`config.mk`:
```
export PLATFORM = sky130hd
export DESIGN_NAME = mult_div_unit
export DESIGN_NICKNAME = d
export VERILOG_FILES = /design/src/rtl/mult_div_pkg.sv /design/src/rtl/md_sign_fix.sv /design/src/rtl/mult_div_unit.sv
export SDC_FILE = /design/constraint.sdc
export NUM_CORES = 1
export LEC_CHECK = 0
export BUFFER_PORTS_ARGS = -buffer_cell sky130_fd_sc_hd__buf_2
export CAP_MARGIN = 30
export CORE_ASPECT_RATIO = 1.1
export CORE_MARGIN = 3
export CORE_UTILIZATION = 53
export DETAILED_ROUTE_END_ITERATION = 8
export HOLD_SLACK_MARGIN = 0.08
export PLACE_DENSITY = 0.78
export SYNTH_ARGS = -nofsm -noshare
export SYNTH_HDL_FRONTEND = slang
export SYNTH_SLANG_ARGS = --single-unit
```
`constraint.sdc`:
```
create_clock -name clk -period 3.1 [get_ports clk]
set_input_delay 0.62 -clock clk [delete_from_list [all_inputs] [get_ports clk]]
set_output_delay 0.62 -clock clk [all_outputs]
set_load 0.01 [all_outputs]
```
`src/rtl/mult_div_pkg.sv`:
```
// -----------------------------------------------------------------------------
// mult_div_pkg
//  Shared definitions for the iterative multiply/divide unit:
//   - default operand width and iteration-counter width
//   - op encodings (multu / mult / divu / div)
//   - controller state type
//  Build option: MULT_DIV_SIGNED_EN (see mult_div_unit) changes how op[0] is
//  interpreted, not anything declared here.
// -----------------------------------------------------------------------------
package mult_div_pkg;

  localparam int WIDTH = 32;
  localparam int CNT_W = 5;    // $clog2(WIDTH)
  localparam int ITER  = WIDTH; // one result bit per iteration

  localparam logic [1:0] OP_MULTU = 2'b00;
  localparam logic [1:0] OP_MULT  = 2'b01;
  localparam logic [1:0] OP_DIVU  = 2'b10;
  localparam logic [1:0] OP_DIV   = 2'b11;

  typedef enum logic [1:0] {
    IDLE = 2'd0,
    RUN  = 2'd1,
    DONE = 2'd2
  } md_state_t;

endpackage

```
`src/rtl/md_sign_fix.sv`:
```
// -----------------------------------------------------------------------------
// md_sign_fix
//  Combinational conditional two's-complement negate.
//  Used on the way in (operand -> magnitude) and on the way out
//  (unsigned result -> signed result).
//  Ports:
//   neg   in   1   1: dout = -din, 0: dout = din
//   din   in   W   value to condition
//   dout  out  W   conditioned value
// -----------------------------------------------------------------------------
module md_sign_fix
  import mult_div_pkg::*;
#(
  parameter int W = 32
) (
  input  logic         neg,
  input  logic [W-1:0] din,
  output logic [W-1:0] dout
);

  assign dout = neg ? (~din + W'(1)) : din;

endmodule

```
`src/rtl/mult_div_unit.sv`:
```
// -----------------------------------------------------------------------------
// mult_div_unit
//  Radix-2 iterative multiply/divide engine feeding the architectural HI/LO
//  registers. Shift-add multiply and restoring divide, one bit per clock.
//  Fixed latency: start is sampled on edge E0, 32 iterations run on E1..E32,
//  and the result lands in HI/LO on E32 together with the done pulse.
//
//  Build option MULT_DIV_SIGNED_EN:
//   defined   - op[0]=1 selects signed mult/div (operands converted to
//               magnitudes at E0, result sign restored at E32)
//   undefined - op[0] ignored; mult behaves as multu, div as divu
//
//  Ports:
//   clk          in   1      clock, all state changes on posedge
//   rst          in   1      synchronous active-high reset
//   start        in   1      launch; sampled only in IDLE or DONE
//   op           in   2      00 multu, 01 mult, 10 divu, 11 div
//   src_a        in   WIDTH  multiplicand / dividend
//   src_b        in   WIDTH  multiplier / divisor
//   wr_hi        in   1      mthi: HI <= wr_data (IDLE/DONE only)
//   wr_lo        in   1      mtlo: LO <= wr_data (IDLE/DONE only)
//   wr_data      in   WIDTH  data for mthi/mtlo
//   busy         out  1      high while running
//   done         out  1      one-cycle completion pulse
//   div_by_zero  out  1      with done: finished divide had src_b == 0
//   hi           out  WIDTH  HI (upper product / remainder)
//   lo           out  WIDTH  LO (lower product / quotient)
// -----------------------------------------------------------------------------
module mult_div_unit #(
  parameter int WIDTH = 32,
  parameter int CNT_W = 5
) (
  input  logic             clk,
  input  logic             rst,
  input  logic             start,
  input  logic [1:0]       op,
  input  logic [WIDTH-1:0] src_a,
  input  logic [WIDTH-1:0] src_b,
  input  logic             wr_hi,
  input  logic             wr_lo,
  input  logic [WIDTH-1:0] wr_data,
  output logic             busy,
  output logic             done,
  output logic             div_by_zero,
  output logic [WIDTH-1:0] hi,
  output logic [WIDTH-1:0] lo
);
  import mult_div_pkg::*;

  localparam logic [CNT_W-1:0] LAST = CNT_W'(WIDTH - 1);

  md_state_t        state_q, state_d;
  logic             busy_q, busy_d;
  logic             done_q, done_d;
  logic             dbz_q, dbz_d;
  logic [WIDTH-1:0] hi_q, hi_d;
  logic [WIDTH-1:0] lo_q, lo_d;
  logic [CNT_W-1:0] count_q, count_d;

  // Working registers. For multiply acc_hi:acc_lo is the product/multiplier
  // shift register and addend holds the multiplicand. For divide acc_hi is
  // the partial remainder, acc_lo shifts the dividend out and the quotient
  // in, and addend holds the divisor.
  logic [WIDTH-1:0] acc_hi_q, acc_hi_d;
  logic [WIDTH-1:0] acc_lo_q, acc_lo_d;
  logic [WIDTH-1:0] addend_q, addend_d;
  logic             is_div_q, is_div_d;
  logic             res_neg_q, res_neg_d;  // product / quotient sign
  logic             rem_neg_q, rem_neg_d;  // remainder sign (dividend sign)
  logic             b_zero_q, b_zero_d;

  // ---------------------------------------------------------------------------
  // Operand decode and magnitude conversion (used only on the launch edge)
  // ---------------------------------------------------------------------------
  logic             op_is_div;
  logic             op_signed;
  logic             a_neg, b_neg;
  logic [WIDTH-1:0] mag_a, mag_b;

  assign op_is_div = (op == OP_DIVU) || (op == OP_DIV);
`ifdef MULT_DIV_SIGNED_EN
  assign op_signed = (op == OP_MULT) || (op == OP_DIV);
`else
  assign op_signed = 1'b0;
`endif
  assign a_neg = op_signed & src_a[WIDTH-1];
  assign b_neg = op_signed & src_b[WIDTH-1];

  md_sign_fix #(.W(WIDTH)) u_mag_a (.neg(a_neg), .din(src_a), .dout(mag_a));
  md_sign_fix #(.W(WIDTH)) u_mag_b (.neg(b_neg), .din(src_b), .dout(mag_b));

  // ---------------------------------------------------------------------------
  // One iteration of each algorithm
  // ---------------------------------------------------------------------------
  // Shift-add: add the multiplicand into the upper half when the current
  // multiplier bit is set, then shift the whole 2W+1-bit value right.
  logic [WIDTH-1:0] mul_addend;
  logic [WIDTH:0]   mul_sum;
  logic [WIDTH-1:0] mul_hi_n, mul_lo_n;

  assign mul_addend = acc_lo_q[0] ? addend_q : '0;
  assign mul_sum    = {1'b0, acc_hi_q} + {1'b0, mul_addend};
  assign mul_hi_n   = mul_sum[WIDTH:1];
  assign mul_lo_n   = {mul_sum[0], acc_lo_q[WIDTH-1:1]};

  // Restoring divide: shift the next dividend bit into the remainder and
  // subtract the divisor if it fits. The remainder is always below the
  // divisor, so the shifted value needs one extra bit, and the W-bit
  // difference is exact whenever the subtraction is kept.
  logic [WIDTH:0]   div_shift;
  logic [WIDTH-1:0] div_diff;
  logic             div_ge;
  logic [WIDTH-1:0] div_hi_n, div_lo_n;

  assign div_shift = {acc_hi_q, acc_lo_q[WIDTH-1]};
  assign div_ge    = div_shift >= {1'b0, addend_q};
  assign div_diff  = div_shift[WIDTH-1:0] - addend_q;
  assign div_hi_n  = div_ge ? div_diff : div_shift[WIDTH-1:0];
  assign div_lo_n  = {acc_lo_q[WIDTH-2:0], div_ge};

  logic [WIDTH-1:0] step_hi, step_lo;
  assign step_hi = is_div_q ? div_hi_n : mul_hi_n;
  assign step_lo = is_div_q ? div_lo_n : mul_lo_n;

  // ---------------------------------------------------------------------------
  // Result sign restoration (only meaningful on the final iteration)
  // ---------------------------------------------------------------------------
  logic [2*WIDTH-1:0] prod_fix;
  logic [WIDTH-1:0]   quot_fix, rem_fix;

  md_sign_fix #(.W(2*WIDTH)) u_fix_prod (
    .neg  (res_neg_q & ~is_div_q),
    .din  ({step_hi, step_lo}),
    .dout (prod_fix)
  );
  md_sign_fix #(.W(WIDTH)) u_fix_quot (
    .neg  (res_neg_q & is_div_q),
    .din  (step_lo),
    .dout (quot_fix)
  );
  // With a zero divisor the remainder path carries the dividend magnitude,
  // so restoring the dividend sign returns the operand exactly as latched.
  md_sign_fix #(.W(WIDTH)) u_fix_rem (
    .neg  (rem_neg_q & is_div_q),
    .din  (step_hi),
    .dout (rem_fix)
  );

  // ---------------------------------------------------------------------------
  // Next-state logic
  // ---------------------------------------------------------------------------
  always_comb begin
    state_d   = state_q;
    done_d    = 1'b0;
    dbz_d     = 1'b0;
    hi_d      = hi_q;
    lo_d      = lo_q;
    count_d   = count_q;
    acc_hi_d  = acc_hi_q;
    acc_lo_d  = acc_lo_q;
    addend_d  = addend_q;
    is_div_d  = is_div_q;
    res_neg_d = res_neg_q;
    rem_neg_d = rem_neg_q;
    b_zero_d  = b_zero_q;

    case (state_q)
      IDLE, DONE: begin
        // mthi/mtlo land even on the launch edge; the result overwrites
        // them later.
        if (wr_hi) hi_d = wr_data;
        if (wr_lo) lo_d = wr_data;
        if (start) begin
          state_d   = RUN;
          count_d   = '0;
          is_div_d  = op_is_div;
          res_neg_d = a_neg ^ b_neg;
          rem_neg_d = a_neg;
          b_zero_d  = (src_b == '0);
          acc_hi_d  = '0;
          acc_lo_d  = op_is_div ? mag_a : mag_b;
          addend_d  = op_is_div ? mag_b : mag_a;
        end else begin
          state_d = IDLE;
        end
      end

      RUN: begin
        acc_hi_d = step_hi;
        acc_lo_d = step_lo;
        if (count_q == LAST) begin
          state_d = DONE;
          done_d  = 1'b1;
          if (is_div_q) begin
            dbz_d = b_zero_q;
            hi_d  = rem_fix;
            lo_d  = b_zero_q ? '1 : quot_fix;
          end else begin
            {hi_d, lo_d} = prod_fix;
          end
        end else begin
          count_d = count_q + CNT_W'(1);
        end
      end

      default: state_d = IDLE;
    endcase

    busy_d = (state_d == RUN);
  end

  // ---------------------------------------------------------------------------
  // State registers
  // ---------------------------------------------------------------------------
  always_ff @(posedge clk) begin
    if (rst) begin
      state_q   <= IDLE;
      busy_q    <= 1'b0;
      done_q    <= 1'b0;
      dbz_q     <= 1'b0;
      hi_q      <= '0;
      lo_q      <= '0;
      count_q   <= '0;
      acc_hi_q  <= '0;
      acc_lo_q  <= '0;
      addend_q  <= '0;
      is_div_q  <= 1'b0;
      res_neg_q <= 1'b0;
      rem_neg_q <= 1'b0;
      b_zero_q  <= 1'b0;
    end else begin
      state_q   <= state_d;
      busy_q    <= busy_d;
      done_q    <= done_d;
      dbz_q     <= dbz_d;
      hi_q      <= hi_d;
      lo_q      <= lo_d;
      count_q   <= count_d;
      acc_hi_q  <= acc_hi_d;
      acc_lo_q  <= acc_lo_d;
      addend_q  <= addend_d;
      is_div_q  <= is_div_d;
      res_neg_q <= res_neg_d;
      rem_neg_q <= rem_neg_d;
      b_zero_q  <= b_zero_d;
    end
  end

  assign busy        = busy_q;
  assign done        = done_q;
  assign div_by_zero = dbz_q;
  assign hi          = hi_q;
  assign lo          = lo_q;

endmodule

```
After elaboration in Yosys (flattened, before gate mapping)
Cells that the tools add are included.

Bits in registers: 172. Input bits: 103. Output and inout port bits: 67.

Equality and inequality tests: 11. Multiplexer cells: 25. Bitwise logic cells: 3. Reduce and logical (&&, ||, !) cells: 12. Add/sub/neg operators: 3. Magnitude comparators: 1.

Operator list (count): 2-to-1 mux 32 bit (14); case mux 32 bit (2 select lines) (4); adder 32 x 32 -> 33 bit (1); greater-or-equal comparator 33 x 32 -> 1 bit (1); zero test 32 bit (1); subtractor 32 bit (1); 2-to-1 mux 5 bit (2); != test 2 bit, second input constant (5); case mux 5 bit (2 select lines) (1); AND reduction 3 bit (3); == test 2 bit, second input constant (3); adder 5 x 1 -> 5 bit, second input constant (1); == test 5 bit, second input constant (1); == test 2 x 1 -> 1 bit, second input constant (2); case mux 2 bit (2 select lines) (1); AND reduction 2 bit (2); OR reduction 2 bit (2); OR reduction 4 bit (1); NOT 1 bit (3); zero test 2 bit (1); 2-to-1 mux 1 bit (2); 2-to-1 mux 2 bit (1); nonzero test 2 bit (1); logical OR 1 bit (1).

Longest topological paths before layout
Gate-level depths: netlist of run 1.

Depth in word-level cells: 7. Gate-level depth with buffers: 14. Mapped depth without buffers: 13.

Hierarchy
A second synthesis of run 1 with hierarchy kept.

Cell total of the unflattened synthesis: 2218. Area, all modules: 17420.5 sq um.

Modules (own cells, without submodules): mult_div_unit (seq. area each 3443.3 sq um, area each 12663.4 sq um, times used 1, cells each 1616); md_sign_fix (u_fix_quot ...) (seq. area each 0.0 sq um, area each 777.0 sq um, times used 4, cells each 99); md_sign_fix (u_fix_prod) (seq. area each 0.0 sq um, area each 1649.1 sq um, times used 1, cells each 206).

Worst setup path after synthesis of run 1
OpenSTA, ideal clock, no wires.

Path type: reg-to-reg. From: register acc_lo_q[0]. To: register hi_q[29], in the netlist hi[29]. Library setup time: 0.086 ns. Path buffers: 1. Path slack: 0.014 ns. Required time: 3.014 ns. Stages on the path, launching flop included: 14. Arrival time: 3.001 ns. Cell sequence: dfxtp_1 clkbuf_1 and2_1 ha_1 fa_1 a21o_1 a31oi_1 nor4b_1 a211o_1 a21bo_2 o2111a_1 o31ai_1 o2111ai_1 a211oi_1.

Longest elaborated chain between the ends: 5.

Ends and longest elaborated chain: from (decl) (RTL line mult_div_unit.sv:65) `logic [WIDTH-1:0] acc_lo_q, acc_lo_d;`; from (signal assigned) (RTL line mult_div_unit.sv:240) `acc_lo_q <= acc_lo_d;`; 2-to-1 mux 32 bit (RTL line mult_div_unit.sv:101) `assign mul_addend = acc_lo_q[0] ? addend_q : '0;`; adder 32 x 32 -> 33 bit (RTL line mult_div_unit.sv:102) `assign mul_sum = {1'b0, acc_hi_q} + {1'b0, mul_addend};`; 2-to-1 mux 32 bit (RTL line mult_div_unit.sv:122) `assign step_hi = is_div_q ? div_hi_n : mul_hi_n;`; 2-to-1 mux 32 bit (RTL line mult_div_unit.sv:191) `if (count_q == LAST) begin`; case mux 32 bit (2 select lines) (RTL line mult_div_unit.sv:167) `case (state_q)`; to (signal assigned) (RTL line mult_div_unit.sv:236) `hi_q <= hi_d;`; to (decl) (RTL line mult_div_unit.sv:56) `logic [WIDTH-1:0] hi_q, hi_d;`.

No other way between the ends. The select of a mux whose other input is x is not followed. A chain may end at the register's enable or synchronous reset.

Final worst setup path of run 1
From: register addend_q[28]. To: register hi_q[0], in the netlist hi[0].

Longest elaborated chain between the ends: 5.

Ends and longest elaborated chain: from (decl) (RTL line mult_div_unit.sv:66) `logic [WIDTH-1:0] addend_q, addend_d;`; from (signal assigned) (RTL line mult_div_unit.sv:241) `addend_q <= addend_d;`; greater-or-equal comparator 33 x 32 -> 1 bit (RTL line mult_div_unit.sv:116) `assign div_ge = div_shift >= {1'b0, addend_q};`; 2-to-1 mux 32 bit (RTL line mult_div_unit.sv:118) `assign div_hi_n = div_ge ? div_diff : div_shift[WIDTH-1:0];`; 2-to-1 mux 32 bit (RTL line mult_div_unit.sv:122); 2-to-1 mux 32 bit (RTL line mult_div_unit.sv:191); case mux 32 bit (2 select lines) (RTL line mult_div_unit.sv:167).

No other way between the ends. The select of a mux whose other input is x is not followed.

==> results.cfg, run 1 <==
[synth]
syn_area_per_cell_sq_um = 7.92
synth_edf_count = 0
synthTopCellsByArea = dfxtp_1 (29%), mux2i_1 (7.1%), ha_1 (6.9%)
ys.flop_type = dfxtp_1
ys_types = 78
postSynthCellCount = 1508
synthArstFlopShare_pct = 0
ys_ff_latch = 172
seq_area_frac_synth_pct = 28.8
netlist_area_sq_mm = 0.0119
synth_top_area_cell = dfxtp_1
yosys.area.top_type_share_pct = 28.8
yosys_warnings = 0
synth_nets = 1679

[sta]
fmax_ghz = 0.318
clock-skew-final_ns = 0.0178
fin_crit_ns = 3.14
setup_viol = 7
period_share_pct = 101
fin_hold_ws_ns = 0.465
hold_violations = 0
worstMarginPinSlew_ns = 1.04
timing.final.ws_setup_ns = -0.0431
drv_slew = 0
rsz0062_at_grt = yes
slew_headroom_pct = 30.7

[floorplan]
dieArea_sq_mm = 0.0244
die-height_microns = 163
fp.dieW_microns = 149
rows = 56
initial_core_util_pct = 55.0
io_pins = 170
coreArea_sq_mm = 0.0217

[detailed_routing]
via_count = 13600
vias_per_cell = 6.42
wl_mm = 45.3
dr.pass1.iters = 6
ant_nets = 0
drcViolationCount = 0
wl_per_cell_microns = 21.4
drt-initial-drc-count = 1466

[outcome]
violations = negative setup slack
outcome = complete, but fails checks

[cells_and_area]
syn2layout_area_growth_pct = 32.3
nets = 1986
mostFrequentLayoutCell = buf_4
num_antenna_cells = 0
drive_gt1_share_pct = 33.0
layout_common_cells = buf_4 (215), nor2_1 (177), buf_2 (166)

[worst_setup_path]
required_ns = 3.42
crit_type = flip-flop to flip-flop
critPathLaunchType = flip-flop
ff2ff_setup_slack_ns = -0.04
end_kind = flip-flop
crit_fanout = 10
cp.arrival_ns = 3.47

[grt]
antenna_found_initial = 1
grt_pass1_vias = 12700
grt_max_degree = 78
grt_pass1_wl_mm = 68.3
grt_usage_pct = 35.0
grt-ovfl-total = 0

[clock_network]
cts_root_buf = clkbuf_16
cts_sinks = 172
clk_latency_ns = 0.44
cts_buffer_depth = 2
cts_buffers = 17
cts_tree = yes
clk_pin_slew_ns = 0.08
ctsHoldBuffers = 0
htreeDepth = 4

[power]
p_leak_nw = 7.03
p_total_mw = 6.82
ir_drop_mv = 0.424
power_density_mw_per_mm2 = 432

[place]
dp_hpwl_mm = 32.8
place_ws_ns = -0.204
gp_congestion = 0.999
numPortBuffers = 168

[min_path]
hold_class = flip-flop to flip-flop

[flow_run]
cap_viol_max_count = 0
worst max-delay path, cell delays in order (launching register included):
cell and delay, ns:
dfxtp_2 0.35, inv_2 0.05, ha_4 0.21, a21o_1 0.17, a21o_1 0.18, a21o_1 0.20
a221o_1 0.36, buf_6 0.14, a311oi_4 0.35, buf_12 0.18, buf_12 0.13, nand2_1 0.10
o21ai_0 0.10, a22oi_1 0.14, a311oi_1 0.36
path summary, 6_finish.rpt:
check	start	to	cells after the start
worst max-delay path	addend_q[28]$_SDFFE_PP0P_	hi[0]$_SDFFE_PP0P_	14
worst min-delay path	hi[2]$_SDFFE_PP0P_	hi[2]$_SDFFE_PP0P_	2
worst max register to register	addend_q[28]$_SDFFE_PP0P_	hi[0]$_SDFFE_PP0P_	14
worst min register to register	hi[2]$_SDFFE_PP0P_	hi[2]$_SDFFE_PP0P_	2
layer usage:
layer / vias to the layer above / part of all wire, % / GRT usage (%)
li1: 6195 / - / -
met1: 6385 / 41 / 48.7
met2: 875 / 45 / 54.9
met3: 130 / 10 / 5.44
met4: 2 / 3.5 / 13.2
met5: - / 0.038 / 0
layout make-up:
cell class	instances	area (sq um)
clock buffers	17	425
multi-input cells	1184	8590
flip-flops and latches	172	3480
repair buffers	392	2610
clock inverters	14	146
inverters	48	180
well taps	290	363
fillers	1612	5920
state kept, by name, indices dropped and copies added, names as in the netlist:
name and flops:
count_q 5, is_div_q 1, acc_hi_q 32, state_q 2, lo 32, done 1
acc_lo_q 32, addend_q 32, busy 1, div_by_zero 1, hi 32, b_zero_q 1
timing repair:
item,CTS,global route
gates cloned,1,0
resized for setup,58,102
endpoints found under the setup margin,43,55
setup buffers,13,17
pin swaps,24,40
cells in the mapped netlist, types with 16 or more instances:
| cell | instances |
|---|---|
| a211oi_1 | 72 |
| a21o_1 | 32 |
| a21oi_1 | 127 |
| a311oi_1 | 32 |
| and2_1 | 38 |
| clkbuf_1 | 76 |
| dfxtp_1 | 172 |
| ha_1 | 66 |
| inv_1 | 48 |
| mux2_2 | 24 |
| mux2i_1 | 85 |
| nand2_1 | 138 |
| nand3_1 | 31 |
| nand4_1 | 16 |
| nor2_1 | 181 |
| nor3_1 | 23 |
| o211ai_1 | 28 |
| o21ai_0 | 60 |
| xnor2_1 | 25 |
| xor2_1 | 21 |
cells by family after synthesis:
kind of cell             share of synthesized area [%]
XOR/XNOR                                          3.37
multiplexers                                      9.51
flip-flops                                        28.8
AND/OR/NAND/NOR                                   18.8
AO/OA/AOI/OAI                                     27.1
buffers and inverters                             5.16
adder cells (fa/ha/maj)                           7.25
power breakdown:
group | internal [mW] | total, mW | switching (mW)
logic | 0.943 | 2.17 | 1.22
clock network | 1.07 | 2.14 | 1.07
registers | 2.37 | 2.51 | 0.137
total | 4.39 | 6.82 | 2.43
metrics by stage:
| step | utilization [%] | instance area [sq um] | std cells | setup TNS, ns |
|---|---|---|---|---|
| after global routing | 72.7 | 15800 | 2117 | -1.61 |
| after floorplan | - | 11900 | 1508 | 0 |
| after detailed placement | 65.7 | 14300 | 2055 | -2.97 |
| final | 72.7 | 15800 | 2117 | -0.127 |
| after global placement | 65.7 | 14300 | 2055 | -1.76 |
| after CTS | 69.9 | 15200 | 2100 | -0.0206 |
Power figures use the tool's default switching activity.
==> run 2, diff against run 1 <==
--- a/config.mk
+++ b/config.mk
@@ -5,14 +5,17 @@
 export SDC_FILE = /design/constraint.sdc
 export NUM_CORES = 1
 export LEC_CHECK = 0
+export ABC_CLOCK_PERIOD_IN_PS = 3100
 export BUFFER_PORTS_ARGS = -buffer_cell sky130_fd_sc_hd__buf_2
 export CAP_MARGIN = 30
+export CELL_PAD_IN_SITES_DETAIL_PLACEMENT = 1
+export CELL_PAD_IN_SITES_GLOBAL_PLACEMENT = 1
 export CORE_ASPECT_RATIO = 1.1
 export CORE_MARGIN = 3
-export CORE_UTILIZATION = 53
+export CORE_UTILIZATION = 39
 export DETAILED_ROUTE_END_ITERATION = 8
 export HOLD_SLACK_MARGIN = 0.08
-export PLACE_DENSITY = 0.78
+export PLACE_DENSITY_LB_ADDON = 0.1
 export SYNTH_ARGS = -nofsm -noshare
 export SYNTH_HDL_FRONTEND = slang
 export SYNTH_SLANG_ARGS = --single-unit
==> results.cfg, run 2 (same netlist as run 1, synthesis figures left out) <==
[outcome]
outcome = complete, but fails checks
violations = negative setup slack

[sta]
worstMarginPinSlew_ns = 1.06
drv_slew = 0
period_share_pct = 109
clock-skew-final_ns = 0.00974
slew_headroom_pct = 29.3
setup_viol = 50
fmax_ghz = 0.297
timing.final.ws_setup_ns = -0.265
hold_violations = 0
fin_setup_tns_ns = -3.80
rsz0062_at_grt = yes
fin_crit_ns = 3.36

[place]
dp_hpwl_mm = 39.3
numPortBuffers = 168
place_area_sq_mm = 0.0149
gp_congestion = 0.948

[clock_network]
cts_buffer_depth = 2
cts_sinks = 172
cts_buffers = 17
clk_pin_slew_ns = 0.07
cts_tree = yes
htreeDepth = 4
cts_root_buf = clkbuf_16
ctsHoldBuffers = 0
clk_latency_ns = 0.44

[worst_setup_path]
crit_path_start = acc_lo_q[0]$_SDFFE_PP0P_
end_kind = flip-flop
path_buf_inv = 5
r2r_start = acc_lo_q[0]$_SDFFE_PP0P_
crit_path_cell_trace = buf_6, buf_4, and2_1, ha_4, buf_4, a21oi_2, o211ai_1, buf_4, a41o_1, o21ai_2, a22oi_2, xor2_1, o211ai_1, buf_4, a311oi_2
crit_type = flip-flop to flip-flop
slowest_delay_ns = 0.33
crit_slowest_cell = dfxtp_2
crit_fanout = 6
cp.arrival_ns = 3.72
required_ns = 3.45
path_delay_family = compound AO/OA/AOI/OAI gates
critPathLaunchType = flip-flop
critPathMostFrequentCell = buf_4

[cells_and_area]
stdcell_area_sq_mm = 0.0172
fillCellCount = 3598
layout_common_cells = buf_4 (269), nor2_1 (174), buf_2 (166)
multi_input_comb_area_sq_mm = 0.00918
nets = 2058
mostFrequentLayoutCell = buf_4
register_area_sq_mm = 0.00347
syn2layout_area_growth_pct = 44.2
final_util_pct = 57.6
drive_gt1_share_pct = 38.6

[floorplan]
initial_core_util_pct = 39.9
dieArea_sq_mm = 0.0328
rows = 66
coreArea_sq_mm = 0.0299
fp.dieW_microns = 173
io_pins = 170
die-height_microns = 190

[detailed_routing]
via_count = 14200
drcViolationCount = 0
vias_per_cell = 6.13
drt-initial-drc-count = 1169
dr.pass1.iters = 5
ant_nets = 0
wl_per_cell_microns = 25.5
wl_mm = 58.9

[grt]
grt-ovfl-total = 0
grt_pass1_vias = 14300
grt_max_degree = 65
use_met1_pct = 42.9
globalRoute.busiestLayer = met2
grt_pass1_wl_mm = 83.3
grt.met3_usage_pct = 6.56
antenna_found_initial = 4
gr-usage-met2_pct = 52.9
grt_usage_pct = 32.2

[power]
power_density_mw_per_mm2 = 419
p_leak_nw = 7.54
ir_drop_mv = 0.382

[min_path]
min-delay-start = rst
hold_class = input port to flip-flop

[flow_run]
cap_viol_max_count = 0
-- run 2: power by group --
part	leakage, nW	total [mW]	switching [mW]	internal, mW
sequential	1.42	2.51	0.135	2.37
clock	0.279	2.19	0.985	1.20
combinational	5.84	2.53	1.45	1.08
-- run 2: layout make-up --
cell class	count	area share, %
Tap cell	408	2.96
Clock inverter	8	0.480
Clock buffer	23	2.84
Multi-Input combinational cell	1184	53.3
Sequential cell	172	20.2
Inverter	48	1.05
Timing Repair Buffer	464	19.2
Antenna cell	2	0.0291
-- run 2: path summary, 6_finish.rpt --
check	cells after the start	end	slack (ns)
worst max-delay path	15	hi[12]$_SDFFE_PP0P_	-0.26
worst min register to register	2	hi[4]$_SDFFE_PP0P_	0.46
worst max register to register	15	hi[12]$_SDFFE_PP0P_	-0.26
worst min-delay path	2	acc_lo_q[0]$_SDFFE_PP0P_	0.45
-- run 2: what timing repair did --
action / CTS / global route
gates cloned: 1 / 1
pin swaps: 58 / 96
hold endpoints to repair: 0 / 0
gates resized for setup: 123 / 146
buffers inserted: 34 / 24
setup endpoints to repair: 57 / 62
-- run 2: stage by stage --
step / hold WS [ns] / std cells / power (mW) / setup slack [ns]
2_1_floorplan: 0.462 / 1508 / 3.65 / 0.0138
3_3_place_gp: 0.439 / 2224 / 4.56 / -0.244
3_5_place_dp: 0.451 / 2224 / 4.62 / -0.373
4_1_cts: 0.432 / 2287 / 6.94 / -0.0858
5_1_grt: 0.453 / 2308 / 7.50 / -0.307
6_report: 0.452 / 2309 / 7.22 / -0.265
-- run 2: metal layers --
metal	share of wire (%)	up-vias
met5	0.073	-
met4	3.5	6
met3	7.0	165
met2	47	670
met1	43	6979
li1	-	6331
